File: src/rtl/op_pkg.sv
// ---------------------------------------------------------------------------
// op_pkg
// Shared definitions for the operation initiator:
//   - OP_BW / OP_DEPTH : default operand width and operand FIFO depth
//   - op_state_e       : initiator FSM state encoding
// ---------------------------------------------------------------------------
package op_pkg;

    localparam int OP_BW    = 16;
    localparam int OP_DEPTH = 4;

    typedef enum logic [1:0] {
        S_IDLE  = 2'd0,
        S_ISSUE = 2'd1,
        S_WAIT  = 2'd2,
        S_HOLD  = 2'd3
    } op_state_e;

endpackage

File: src/rtl/op_initiator_if.sv
// ---------------------------------------------------------------------------
// op_initiator_if
// Bundles the three handshakes around the initiator:
//   REQ_*  : upstream operand push (REQ_VALID/REQ_READY, REQ_A, REQ_B)
//   ST/IN0/IN1/RD/RES : start/ready operation block
//   RSP_*  : result handoff (RSP_VALID/RSP_READY, RSP_DATA, RSP_ERR)
// Modports:
//   master : the initiator itself (starts operations, produces responses)
//   slave  : its environment (operand source, operation block, result sink)
// ---------------------------------------------------------------------------
interface op_initiator_if import op_pkg::*; #(
    parameter int BW = OP_BW
);
    logic          REQ_VALID;
    logic          REQ_READY;
    logic [BW-1:0] REQ_A;
    logic [BW-1:0] REQ_B;

    logic          ST;
    logic [BW-1:0] IN0;
    logic [BW-1:0] IN1;
    logic          RD;
    logic [BW-1:0] RES;

    logic          RSP_VALID;
    logic          RSP_READY;
    logic [BW-1:0] RSP_DATA;
    logic          RSP_ERR;

    modport master (
        input  REQ_VALID, REQ_A, REQ_B, RD, RES, RSP_READY,
        output REQ_READY, ST, IN0, IN1, RSP_VALID, RSP_DATA, RSP_ERR
    );

    modport slave (
        output REQ_VALID, REQ_A, REQ_B, RD, RES, RSP_READY,
        input  REQ_READY, ST, IN0, IN1, RSP_VALID, RSP_DATA, RSP_ERR
    );

endinterface

File: src/rtl/op_fifo.sv
// ---------------------------------------------------------------------------
// op_fifo
// Synchronous FIFO holding operand pairs.
// Ports:
//   clk, rst_n : clock, asynchronous active-low reset (empties the FIFO)
//   push, din  : write din when push and not full
//   pop, dout  : dout shows the head; pop advances it when not empty
//   full/empty : occupancy flags
// Pointers carry one extra wrap bit so full and empty are distinguishable
// with DEPTH a power of two.
// ---------------------------------------------------------------------------
module op_fifo import op_pkg::*; #(
    parameter int W     = 2 * OP_BW,
    parameter int DEPTH = OP_DEPTH
) (
    input  logic         clk,
    input  logic         rst_n,
    input  logic         push,
    input  logic         pop,
    input  logic [W-1:0] din,
    output logic [W-1:0] dout,
    output logic         full,
    output logic         empty
);

    localparam int AW = $clog2(DEPTH);

    logic [AW:0]  wr_ptr_q, wr_ptr_d;
    logic [AW:0]  rd_ptr_q, rd_ptr_d;
    logic [W-1:0] mem_q [DEPTH];

    assign empty = (wr_ptr_q == rd_ptr_q);
    assign full  = (wr_ptr_q[AW-1:0] == rd_ptr_q[AW-1:0]) &&
                   (wr_ptr_q[AW] != rd_ptr_q[AW]);
    assign dout  = mem_q[rd_ptr_q[AW-1:0]];

    always_comb begin
        wr_ptr_d = wr_ptr_q;
        rd_ptr_d = rd_ptr_q;
        if (push && !full) begin
            wr_ptr_d = wr_ptr_q + (AW+1)'(1);
        end
        if (pop && !empty) begin
            rd_ptr_d = rd_ptr_q + (AW+1)'(1);
        end
    end

    always_ff @(posedge clk or negedge rst_n) begin
        if (!rst_n) begin
            wr_ptr_q <= '0;
            rd_ptr_q <= '0;
        end else begin
            wr_ptr_q <= wr_ptr_d;
            rd_ptr_q <= rd_ptr_d;
        end
    end

    // Storage needs no reset: empty pointers hide stale contents.
    always_ff @(posedge clk) begin
        if (push && !full) begin
            mem_q[wr_ptr_q[AW-1:0]] <= din;
        end
    end

endmodule

File: src/rtl/op_initiator.sv
// ---------------------------------------------------------------------------
// op_initiator
// Queues operand pairs and drives them, one at a time, into a start/ready
// operation block, then hands each result downstream.
// Ports:
//   CLK, RST_N : clock, asynchronous active-low reset
//   bus        : op_initiator_if.master (REQ_*, ST/IN0/IN1/RD/RES, RSP_*)
//   BUSY       : FSM not idle or operands still queued
// Optional feature (macro OP_INITIATOR_TIMEOUT_EN): a WAIT-cycle counter
// aborts an operation after TIMEOUT cycles without RD and returns an error
// response (RSP_ERR=1, RSP_DATA=0). Without the macro RSP_ERR is tied low
// and WAIT lasts until RD.
// ---------------------------------------------------------------------------
module op_initiator import op_pkg::*; #(
    parameter int BW      = OP_BW,
    parameter int DEPTH   = OP_DEPTH,
    parameter int TIMEOUT = 255
) (
    input  logic            CLK,
    input  logic            RST_N,
    op_initiator_if.master  bus,
    output logic            BUSY
);

    logic          fifo_push, fifo_pop, fifo_full, fifo_empty;
    logic [2*BW-1:0] fifo_head;

    op_state_e     state_q, state_d;
    logic          st_q, st_d;
    logic [BW-1:0] in0_q, in0_d;
    logic [BW-1:0] in1_q, in1_d;
    logic          rsp_valid_q, rsp_valid_d;
    logic [BW-1:0] rsp_data_q, rsp_data_d;
    // Held low in reset so REQ_READY only rises on the first edge after release.
    logic          rdy_q, rdy_d;

`ifdef OP_INITIATOR_TIMEOUT_EN
    localparam int CW = $clog2(TIMEOUT + 1);
    logic [CW-1:0] cnt_q, cnt_d;
    logic          rsp_err_q, rsp_err_d;
`else
    localparam int unused_timeout = TIMEOUT;
`endif

    op_fifo #(
        .W     (2 * BW),
        .DEPTH (DEPTH)
    ) u_fifo (
        .clk   (CLK),
        .rst_n (RST_N),
        .push  (fifo_push),
        .pop   (fifo_pop),
        .din   ({bus.REQ_A, bus.REQ_B}),
        .dout  (fifo_head),
        .full  (fifo_full),
        .empty (fifo_empty)
    );

    // Readiness depends only on fullness, so a pop never frees a slot
    // for a push in the same cycle.
    assign bus.REQ_READY = rdy_q && !fifo_full;
    assign fifo_push     = bus.REQ_VALID && bus.REQ_READY;

    always_comb begin
        state_d     = state_q;
        st_d        = st_q;
        in0_d       = in0_q;
        in1_d       = in1_q;
        rsp_valid_d = rsp_valid_q;
        rsp_data_d  = rsp_data_q;
        rdy_d       = 1'b1;
        fifo_pop    = 1'b0;
`ifdef OP_INITIATOR_TIMEOUT_EN
        cnt_d       = cnt_q;
        rsp_err_d   = rsp_err_q;
`endif
        case (state_q)
            S_IDLE: begin
                if (!fifo_empty && !rsp_valid_q) begin
                    fifo_pop = 1'b1;
                    in0_d    = fifo_head[2*BW-1:BW];
                    in1_d    = fifo_head[BW-1:0];
                    st_d     = 1'b1;
                    state_d  = S_ISSUE;
                end
            end
            // RD is deliberately not looked at here: it may still be the
            // previous operation's completion.
            S_ISSUE: begin
                st_d    = 1'b0;
                state_d = S_WAIT;
`ifdef OP_INITIATOR_TIMEOUT_EN
                cnt_d   = '0;
`endif
            end
            S_WAIT: begin
                if (bus.RD) begin
                    rsp_data_d  = bus.RES;
                    rsp_valid_d = 1'b1;
                    state_d     = S_HOLD;
`ifdef OP_INITIATOR_TIMEOUT_EN
                    rsp_err_d   = 1'b0;
                end else if (cnt_q == CW'(TIMEOUT - 1)) begin
                    rsp_data_d  = '0;
                    rsp_valid_d = 1'b1;
                    rsp_err_d   = 1'b1;
                    state_d     = S_HOLD;
                end else begin
                    cnt_d       = cnt_q + CW'(1);
`endif
                end
            end
            S_HOLD: begin
                if (bus.RSP_READY) begin
                    rsp_valid_d = 1'b0;
                    state_d     = S_IDLE;
                end
            end
            default: state_d = S_IDLE;
        endcase
    end

    always_ff @(posedge CLK or negedge RST_N) begin
        if (!RST_N) begin
            state_q     <= S_IDLE;
            st_q        <= 1'b0;
            in0_q       <= '0;
            in1_q       <= '0;
            rsp_valid_q <= 1'b0;
            rsp_data_q  <= '0;
            rdy_q       <= 1'b0;
`ifdef OP_INITIATOR_TIMEOUT_EN
            cnt_q       <= '0;
            rsp_err_q   <= 1'b0;
`endif
        end else begin
            state_q     <= state_d;
            st_q        <= st_d;
            in0_q       <= in0_d;
            in1_q       <= in1_d;
            rsp_valid_q <= rsp_valid_d;
            rsp_data_q  <= rsp_data_d;
            rdy_q       <= rdy_d;
`ifdef OP_INITIATOR_TIMEOUT_EN
            cnt_q       <= cnt_d;
            rsp_err_q   <= rsp_err_d;
`endif
        end
    end

    assign bus.ST        = st_q;
    assign bus.IN0       = in0_q;
    assign bus.IN1       = in1_q;
    assign bus.RSP_VALID = rsp_valid_q;
    assign bus.RSP_DATA  = rsp_data_q;
`ifdef OP_INITIATOR_TIMEOUT_EN
    assign bus.RSP_ERR   = rsp_err_q;
`else
    assign bus.RSP_ERR   = 1'b0;
`endif
    assign BUSY          = (state_q != S_IDLE) || !fifo_empty;

endmodule

File: src/flat_wrapper.sv
// flat-port wrapper written by rule: the top's interface ports become plain ports
module op_initiator_flat import op_pkg::*;
#(
    parameter int BW      = OP_BW,
    parameter int DEPTH   = OP_DEPTH,
    parameter int TIMEOUT = 255
)
  (CLK, RST_N, BUSY, bus_REQ_VALID, bus_REQ_A, bus_REQ_B, bus_RD, bus_RES, bus_RSP_READY, bus_REQ_READY, bus_ST, bus_IN0, bus_IN1, bus_RSP_VALID, bus_RSP_DATA, bus_RSP_ERR);
  op_initiator_if #(.BW(BW)) bus_i ();
  input  logic CLK;
  input  logic RST_N;
  output logic BUSY;
  input wire logic [$bits(bus_i.REQ_VALID)-1:0] bus_REQ_VALID;
  input wire logic [$bits(bus_i.REQ_A)-1:0] bus_REQ_A;
  input wire logic [$bits(bus_i.REQ_B)-1:0] bus_REQ_B;
  input wire logic [$bits(bus_i.RD)-1:0] bus_RD;
  input wire logic [$bits(bus_i.RES)-1:0] bus_RES;
  input wire logic [$bits(bus_i.RSP_READY)-1:0] bus_RSP_READY;
  output wire logic [$bits(bus_i.REQ_READY)-1:0] bus_REQ_READY;
  output wire logic [$bits(bus_i.ST)-1:0] bus_ST;
  output wire logic [$bits(bus_i.IN0)-1:0] bus_IN0;
  output wire logic [$bits(bus_i.IN1)-1:0] bus_IN1;
  output wire logic [$bits(bus_i.RSP_VALID)-1:0] bus_RSP_VALID;
  output wire logic [$bits(bus_i.RSP_DATA)-1:0] bus_RSP_DATA;
  output wire logic [$bits(bus_i.RSP_ERR)-1:0] bus_RSP_ERR;
  assign bus_i.REQ_VALID = bus_REQ_VALID;
  assign bus_i.REQ_A = bus_REQ_A;
  assign bus_i.REQ_B = bus_REQ_B;
  assign bus_i.RD = bus_RD;
  assign bus_i.RES = bus_RES;
  assign bus_i.RSP_READY = bus_RSP_READY;
  assign bus_REQ_READY = bus_i.REQ_READY;
  assign bus_ST = bus_i.ST;
  assign bus_IN0 = bus_i.IN0;
  assign bus_IN1 = bus_i.IN1;
  assign bus_RSP_VALID = bus_i.RSP_VALID;
  assign bus_RSP_DATA = bus_i.RSP_DATA;
  assign bus_RSP_ERR = bus_i.RSP_ERR;
  op_initiator #(.BW(BW), .DEPTH(DEPTH), .TIMEOUT(TIMEOUT)) u_core (.CLK(CLK), .RST_N(RST_N), .bus(bus_i), .BUSY(BUSY));
endmodule
File: config.mk
export PLATFORM = sky130hd
export DESIGN_NAME = op_initiator_flat
export DESIGN_NICKNAME = d
export VERILOG_FILES = /design/src/rtl/op_pkg.sv /design/src/rtl/op_initiator_if.sv /design/src/rtl/op_fifo.sv /design/src/rtl/op_initiator.sv /design/src/flat_wrapper.sv
export SDC_FILE = /design/constraint.sdc
export NUM_CORES = 1
export LEC_CHECK = 0
export ABC_AREA = 1
export CAP_MARGIN = 20
export CORE_AREA = 2 2 125 127
export DETAILED_ROUTE_END_ITERATION = 8
export DIE_AREA = 0 0 127 129
export MAX_ROUTING_LAYER = met4
export PLACE_DENSITY = 0.73
export RECOVER_POWER = 100
export SYNTH_ARGS = -nofsm -noshare
export SYNTH_HDL_FRONTEND = slang
export SYNTH_SLANG_ARGS = --single-unit
export TNS_END_PERCENT = 1
File: constraint.sdc
create_clock -name CLK -period 3.25 [get_ports CLK]
set_clock_uncertainty 0.2 [all_clocks]
set_input_delay 0.8125 -clock CLK [delete_from_list [all_inputs] [get_ports CLK]]
set_output_delay 0.8125 -clock CLK [all_outputs]
set_load 0.005 [all_outputs]
==> impl_metrics.tcl <==
set metrics [dict create \
    drive_above_1_share 0.09329 \
    routed_wl_um 14580 \
    cap_violations 0 \
    cts_resized 0 \
    route.detailed.drc 0 \
    die_y_um 129 \
    ir_worst_vdd_uv 437.3 \
    die_area_sq_um 16380 \
    critPathRequiredTime_ns 2.24 \
    overflow 0 \
    rsz0062_at_grt "no" \
    rows 45 \
    crit_arrival_ns 1.94 \
    synthCells 570 \
    insertion_delay_ns 0.43 \
    clkTransAtPathRegs_ns 0.07 \
    gp_congestion 0.7532 \
    wl_per_cell_um 16.66 \
    critPathMaxStageDelay_ns 0.43 \
    post_cts_buffers 0 \
    syn_area_per_cell_sq_um 12.68 \
    start_util 0.4826 \
    critPathCaptureType "primary output" \
    p_per_area_nw_per_um2 902.8 \
    syn_nets 632 \
    maxSlewViolCount 0 \
    total_power_w 0.008161 \
    worst_pin_slew_ns 1.492 \
    cts_hold_buf 0 \
    clock.fmax_mhz 339.0 \
    synth_warnings 0 \
    viasPerCell 5.317 \
    dp_slack_ns 0.2934 \
    port_buffers 104 \
    yosys_register_bits 187 \
    min_path_type "reg -> reg" \
    finalCriticalPeriod_ns 2.950 \
    via_count 4652 \
    setup_ws_ns 0.3001 \
    grt_pass1_wl_um 23180 \
    synth_area_sq_um 7228 \
    hpwl_um 8549 \
    tritoncts "done" \
    cp-start-kind "flop" \
    finalCritPeriodShare 0.9077 \
    finalNetCount 735 \
    antenna_left 0 \
    cpMostUsedCell "nand2_1" \
    tns_ns 0 \
    synth_cell_types 25 \
    synth_top_area_cell "edfxtp_1" \
    antenna_found_initial 1 \
    cts_buffer_depth 2 \
    cpMaxStageDelayCell "clkdlybuf4s50_1" \
    syn2layout_area_growth_pct 25.06 \
    path_class "reg -> out" \
    synth_most_common_cell "edfxtp_1" \
    numCtsBuffers 17 \
    core_area_sq_um 14980 \
    crit_fanout 5 \
    synth_edf_count 128 \
    die_w_um 127 \
    drtIter0Drc 308 \
    synth_area_leaders "edfxtp_1 (53%), dfrtp_1 (20%), nand2_1 (6.4%)" \
    drt_first_pass_iters 5 \
    grt_max_degree 66 \
    ys.flop_type "edfxtp_1" \
    p_leak_nw 3.535 \
    cts.sinks 187 \
    slew_headroom 0.005587 \
    synth_top_area_share 0.5318 \
    hold_viol 0 \
    grt_pass1_vias 4662 \
    boundaryPins 106 \
    synthTopCellsByCount "edfxtp_1 (128), nand2_1 (123), nor2_1 (69), o21ai_0 (68), dfrtp_1 (59)" \
    h-tree-depth 4 \
    synth-async-reset-ratio 0.3155 \
    setup_viol 0 \
    outcome "completed" \
    grt_use_total 0.1910 \
    cts_root_buffer "clkbuf_16" \
    cp_cell_sequence "inv_1 > nand2_1 > nand2_1 > nand4_1 > nand2_1 > inv_1 > clkdlybuf4s50_1" \
    seq_area_frac_synth 0.7360 \
]
[layout by cell type, fill, tap and decap left out, types with 5 or more instances in the layout]
cell type        Yosys  final
clkbuf_16            0     17
clkbuf_2             0      5
clkdlybuf4s50_1      0     19
dfrtp_1             59     58
dlygate4sd3_1        0     84
edfxtp_1           128    128
ha_1                 9      9
inv_1               16     17
mux2_2              16     16
nand2_1            123    124
nand4_1              5      5
nor2_1              69     66
o21ai_0             68     68
o22ai_1             33     33
[state kept, by name (all words and copies together), names as in the netlist]
register                count
u_core.u_fifo.wr_ptr_q      3
u_core.bus.IN1             16
u_core.bus.RSP_DATA        16
u_core.bus.IN0             16
u_core.bus.RSP_VALID        1
u_core.bus.ST               1
u_core.u_fifo.rd_ptr_q      3
u_core.rdy_q                1
u_core.state_q              2
u_core.u_fifo.mem_q       128
[cells by family (layout without fill, tap and decap cells)]
| kind of cell | Yosys count | after routing | share of synthesized area |
|---|---|---|---|
| AO/OA/AOI/OAI | 101 | 101 | 0.07565 |
| other | 2 | 3 | 0.001039 |
| adder cells (fa/ha/maj) | 9 | 9 | 0.01558 |
| multiplexers | 16 | 16 | 0.02493 |
| buffers and inverters | 47 | 163 | 0.03064 |
| flip-flops | 187 | 187 | 0.7360 |
| XOR/XNOR | 3 | 3 | 0.003636 |
| AND/OR/NAND/NOR | 205 | 205 | 0.1125 |
[power by group]
group | internal, W | switching (W)
clock network | 0.00129 | 0.000880
logic | 0.00110 | 0.00156
registers | 0.00311 | 0.000225
total | 0.00550 | 0.00267
[layout make-up]
type | instances | area, sq um
Multi-Input combinational cell | 336 | 1702
Sequential cell | 187 | 5321
Tap cell | 188 | 235.2
Inverter | 19 | 71.32
Clock inverter | 14 | 192.7
Clock buffer | 18 | 429.2
Timing Repair Buffer | 112 | 1086
Antenna cell | 1 | 2.502
Fill cell | 1148 | 5937
[layer usage]
| metal | track usage | up-vias | wire, um |
|---|---|---|---|
| met5 | - | - | 0 |
| met2 | 0.3033 | 161 | 7063 |
| met4 | 0.08920 | 0 | 331 |
| met3 | 0.04241 | 30 | 802 |
| met1 | 0.2359 | 2270 | 6381 |
| li1 | - | 2191 | - |
[path summary, 6_finish.rpt]
kind                                                             from                                     to  slack (ns)  cells past startpoint
max in group asynchronous                                       RST_N  u_core.u_fifo.rd_ptr_q[0]$_DFFE_PN0P_        1.31                      1
min in group asynchronous                                       RST_N    u_core.bus.RSP_DATA[12]$_DFFE_PN0P_        0.54                      1
worst max register to register  u_core.u_fifo.wr_ptr_q[0]$_DFFE_PN0P_          u_core.bus.IN0[3]$_DFFE_PN0P_        0.37                      8
worst min-delay path                    u_core.bus.IN0[0]$_DFFE_PN0P_          u_core.bus.IN0[0]$_DFFE_PN0P_        0.27                      2
worst min register to register          u_core.bus.IN0[0]$_DFFE_PN0P_          u_core.bus.IN0[0]$_DFFE_PN0P_        0.27                      2
worst max-delay path            u_core.u_fifo.wr_ptr_q[0]$_DFFE_PN0P_                          bus_REQ_READY        0.30                      7
[metrics by stage]
stage / instances / hold slack (ns) / instance area (sq um) / utilization
2_1_floorplan: 570 / 0.2724 / 7228 / -
3_3_place_gp: 842 / 0.2630 / 8458 / 0.5647
3_5_place_dp: 842 / 0.2685 / 8458 / 0.5647
4_1_cts: 874 / 0.2730 / 9080 / 0.6063
5_1_grt: 875 / 0.3108 / 9040 / 0.6036
6_report: 875 / 0.2741 / 9040 / 0.6036
[critical path: cells and delay by family, from the launching register on]
kind	cells	cell delay [ns]
AND/OR/NAND/NOR	4	0.47
flip-flops	1	0.42
buffers and inverters	3	0.60
Note: power is estimated with default switching activity, not from simulation.
==> RTL edit, RTL diff (same settings) <==
The 4 states of `op_state_e` get a Gray code encoding in 2 bits.
--- a/src/rtl/op_pkg.sv
+++ b/src/rtl/op_pkg.sv
@@ -11,8 +11,8 @@
 
     typedef enum logic [1:0] {
-        S_IDLE  = 2'd0,
-        S_ISSUE = 2'd1,
-        S_WAIT  = 2'd2,
-        S_HOLD  = 2'd3
+        S_IDLE  = 2'b00,
+        S_ISSUE = 2'b01,
+        S_WAIT  = 2'b11,
+        S_HOLD  = 2'b10
     } op_state_e;
 
Behaviour: same outputs for any inputs over 4 cycles, from zero or initial values and one cycle with RST_N low; so few cycles prove little.
==> RTL edit against the original RTL <==
  * Global-route usage is 3.8 points higher
  * Via count is 19% higher
  * Sequential cell count stayed put
  * Critical path depth stayed put
  * Sequential share of layout area is 4.3 points lower
  * Routed wire length is 17% higher
  * Setup slack worse by 87 ps
  * Power is 3.5% higher
  * Area after synthesis is 9.6% higher
  * Combinational power is 9.8% higher
  * Design area is 7.8% higher
  * Utilization is 4.7 points higher
==> RTL edit: results (changes against the original RTL) <==
Number of inserted diodes: 0 (-1)
CP top delay family: buffers and inverters
Final nets: 920 (+25%)
Vias in the first global route: 5673 (+22%)
Filler cell count: 1118 (-2.6%)
Routed wire length: 17100 um (+17%)
Sequential share of the synthesized area: 67.2% (-6.4 points)
WP data arrival: 2020 ps (+80 ps)
Placed cell area: 9190 sq um (+8.7%)
Synth top area cells: edfxtp_1 (49%), dfrtp_1 (19%), nand2_1 (12%), inv_1 (6.5%), nand3_1 (4.3%)
Via count: 5557 (+19%)
Initial antenna violation count: 0 (-1)
Clock Pin Slew Worst Setup and Hold Paths: 70 ps (about the same)
Iter 0 DRT Violations: 552 (+79%)
First-pass GRT wire length: 28100 um (+21%)
Most frequent cells after synthesis: nand2_1 (252), inv_1 (137), edfxtp_1 (128)
DP Wirelength: 10600 um (+24%)
Status: finished clean
Peak VDD IR: 0.000576 V (+32%)
Total GRT Usage: 22.9% (+3.8 points)
Crit-path slowest cell: dfrtp_1
Max Fanout on Critical Path: 11 (+6)
Slowest stage delay, CP: 560 ps (+130 ps)
Leakage power: 0.00450 uW (+27%)
H-tree Lvls: 4 (unchanged)
Largest net degree at the start of global routing: 67 (+1.5%)
Final design utilization: 65.1% (+4.7 points)
Deepest clock path buffer count: 2 (unchanged)
Slew @ Worst Pin: 1410 ps (-83.8 ps)
Post-CTS setup buffer count: 0 (unchanged)
Yosys cell types: 22 (-12%)
GPL Wtd Cong: 0.828 (+9.9%)
## RTL edit: cell types whose count changed in the layout (fill, tap and decap cells not counted), moves of 6 or more
cell and delta:
nand4_1 +34, clkbuf_1 +6, o22ai_1 -33, o21ai_0 -68, inv_1 +120, nor2_1 -63, nand2_1 +128, nand3_1 +65
## RTL edit: stage by stage
stage | std cells | worst slack [ps] | hold WS, ps
finish | 1063 | 213 | 274
CTS | 1063 | 182 | 217
floorplan | 761 | 239 | 271
global placement | 1031 | 609 | 263
global route | 1063 | 76.5 | 300
detailed placement | 1031 | 568 | 266
## RTL edit: final timing paths
check	slack (ps)	endpoint	from	depth (start not counted)
setup / recovery	210	bus_REQ_READY	u_core.u_fifo.rd_ptr_q[1]	7
hold / removal	270	u_core.bus.IN0[10]	u_core.bus.IN0[10]	2
setup reg to reg	380	u_core.u_fifo.mem_q[1][3]	u_core.u_fifo.rd_ptr_q[1]	8
hold reg to reg	270	u_core.bus.IN0[10]	u_core.bus.IN0[10]	2
max in group asynchronous	730	u_core.u_fifo.rd_ptr_q[0]	RST_N	2
min in group asynchronous	500	u_core.bus.IN0[2]	RST_N	1
## RTL edit: cell families (layout without fill, tap and decap cells)
family,count (synthesis),after routing,synth area share [%]
AOI/OAI and AO/OA,1,1,0.0631
xor gates and xnor gates,2,2,0.221
adders and majority gates,5,5,0.790
buffers and inverters,178,292,9.04
muxes,16,16,2.27
and+or+nand+nor,370,370,20.3
other,2,2,0.0948
DFF,187,187,67.2
## RTL edit: cell type report
class	count	share of cell area, %
sequential	187	54.6
multi-input combinational	396	19.4
timing repair buffer	118	11.7
inverter	142	5.47
clock buffer	18	4.40
tap	188	2.41
clock inverter	14	1.98
## RTL edit: power groups by stage
stage               clock [uW]  combinational, uW  sequential [uW]
floorplan                    0               1790             3390
global placement             0               2970             3380
detailed placement           0               3060             3410
CTS                       2210               3090             3370
global route              2310               3270             3410
finish                    2170               2920             3350
## RTL edit: worst register-to-register path, cell delays in order, from the launching register on
cell,delay (ps)
dfrtp_1,560
inv_2,70
nand2_1,80
nand2_2,80
nand3_1,190
nand3_1,90
clkbuf_1,260
nor2_1,760
buf_12,280
## RTL edit: layer usage
| layer | wire, um | vias up | GRT usage (%) | part of all wire (%) |
|---|---|---|---|---|
| met5 | 0 | - | - | 0 |
| met1 | 7120 | 2691 | 27.4 | 42 |
| li1 | - | 2641 | - | - |
| met2 | 8770 | 203 | 38.4 | 51 |
| met3 | 969 | 22 | 4.74 | 5.7 |
| met4 | 255 | 0 | 8.79 | 1.5 |
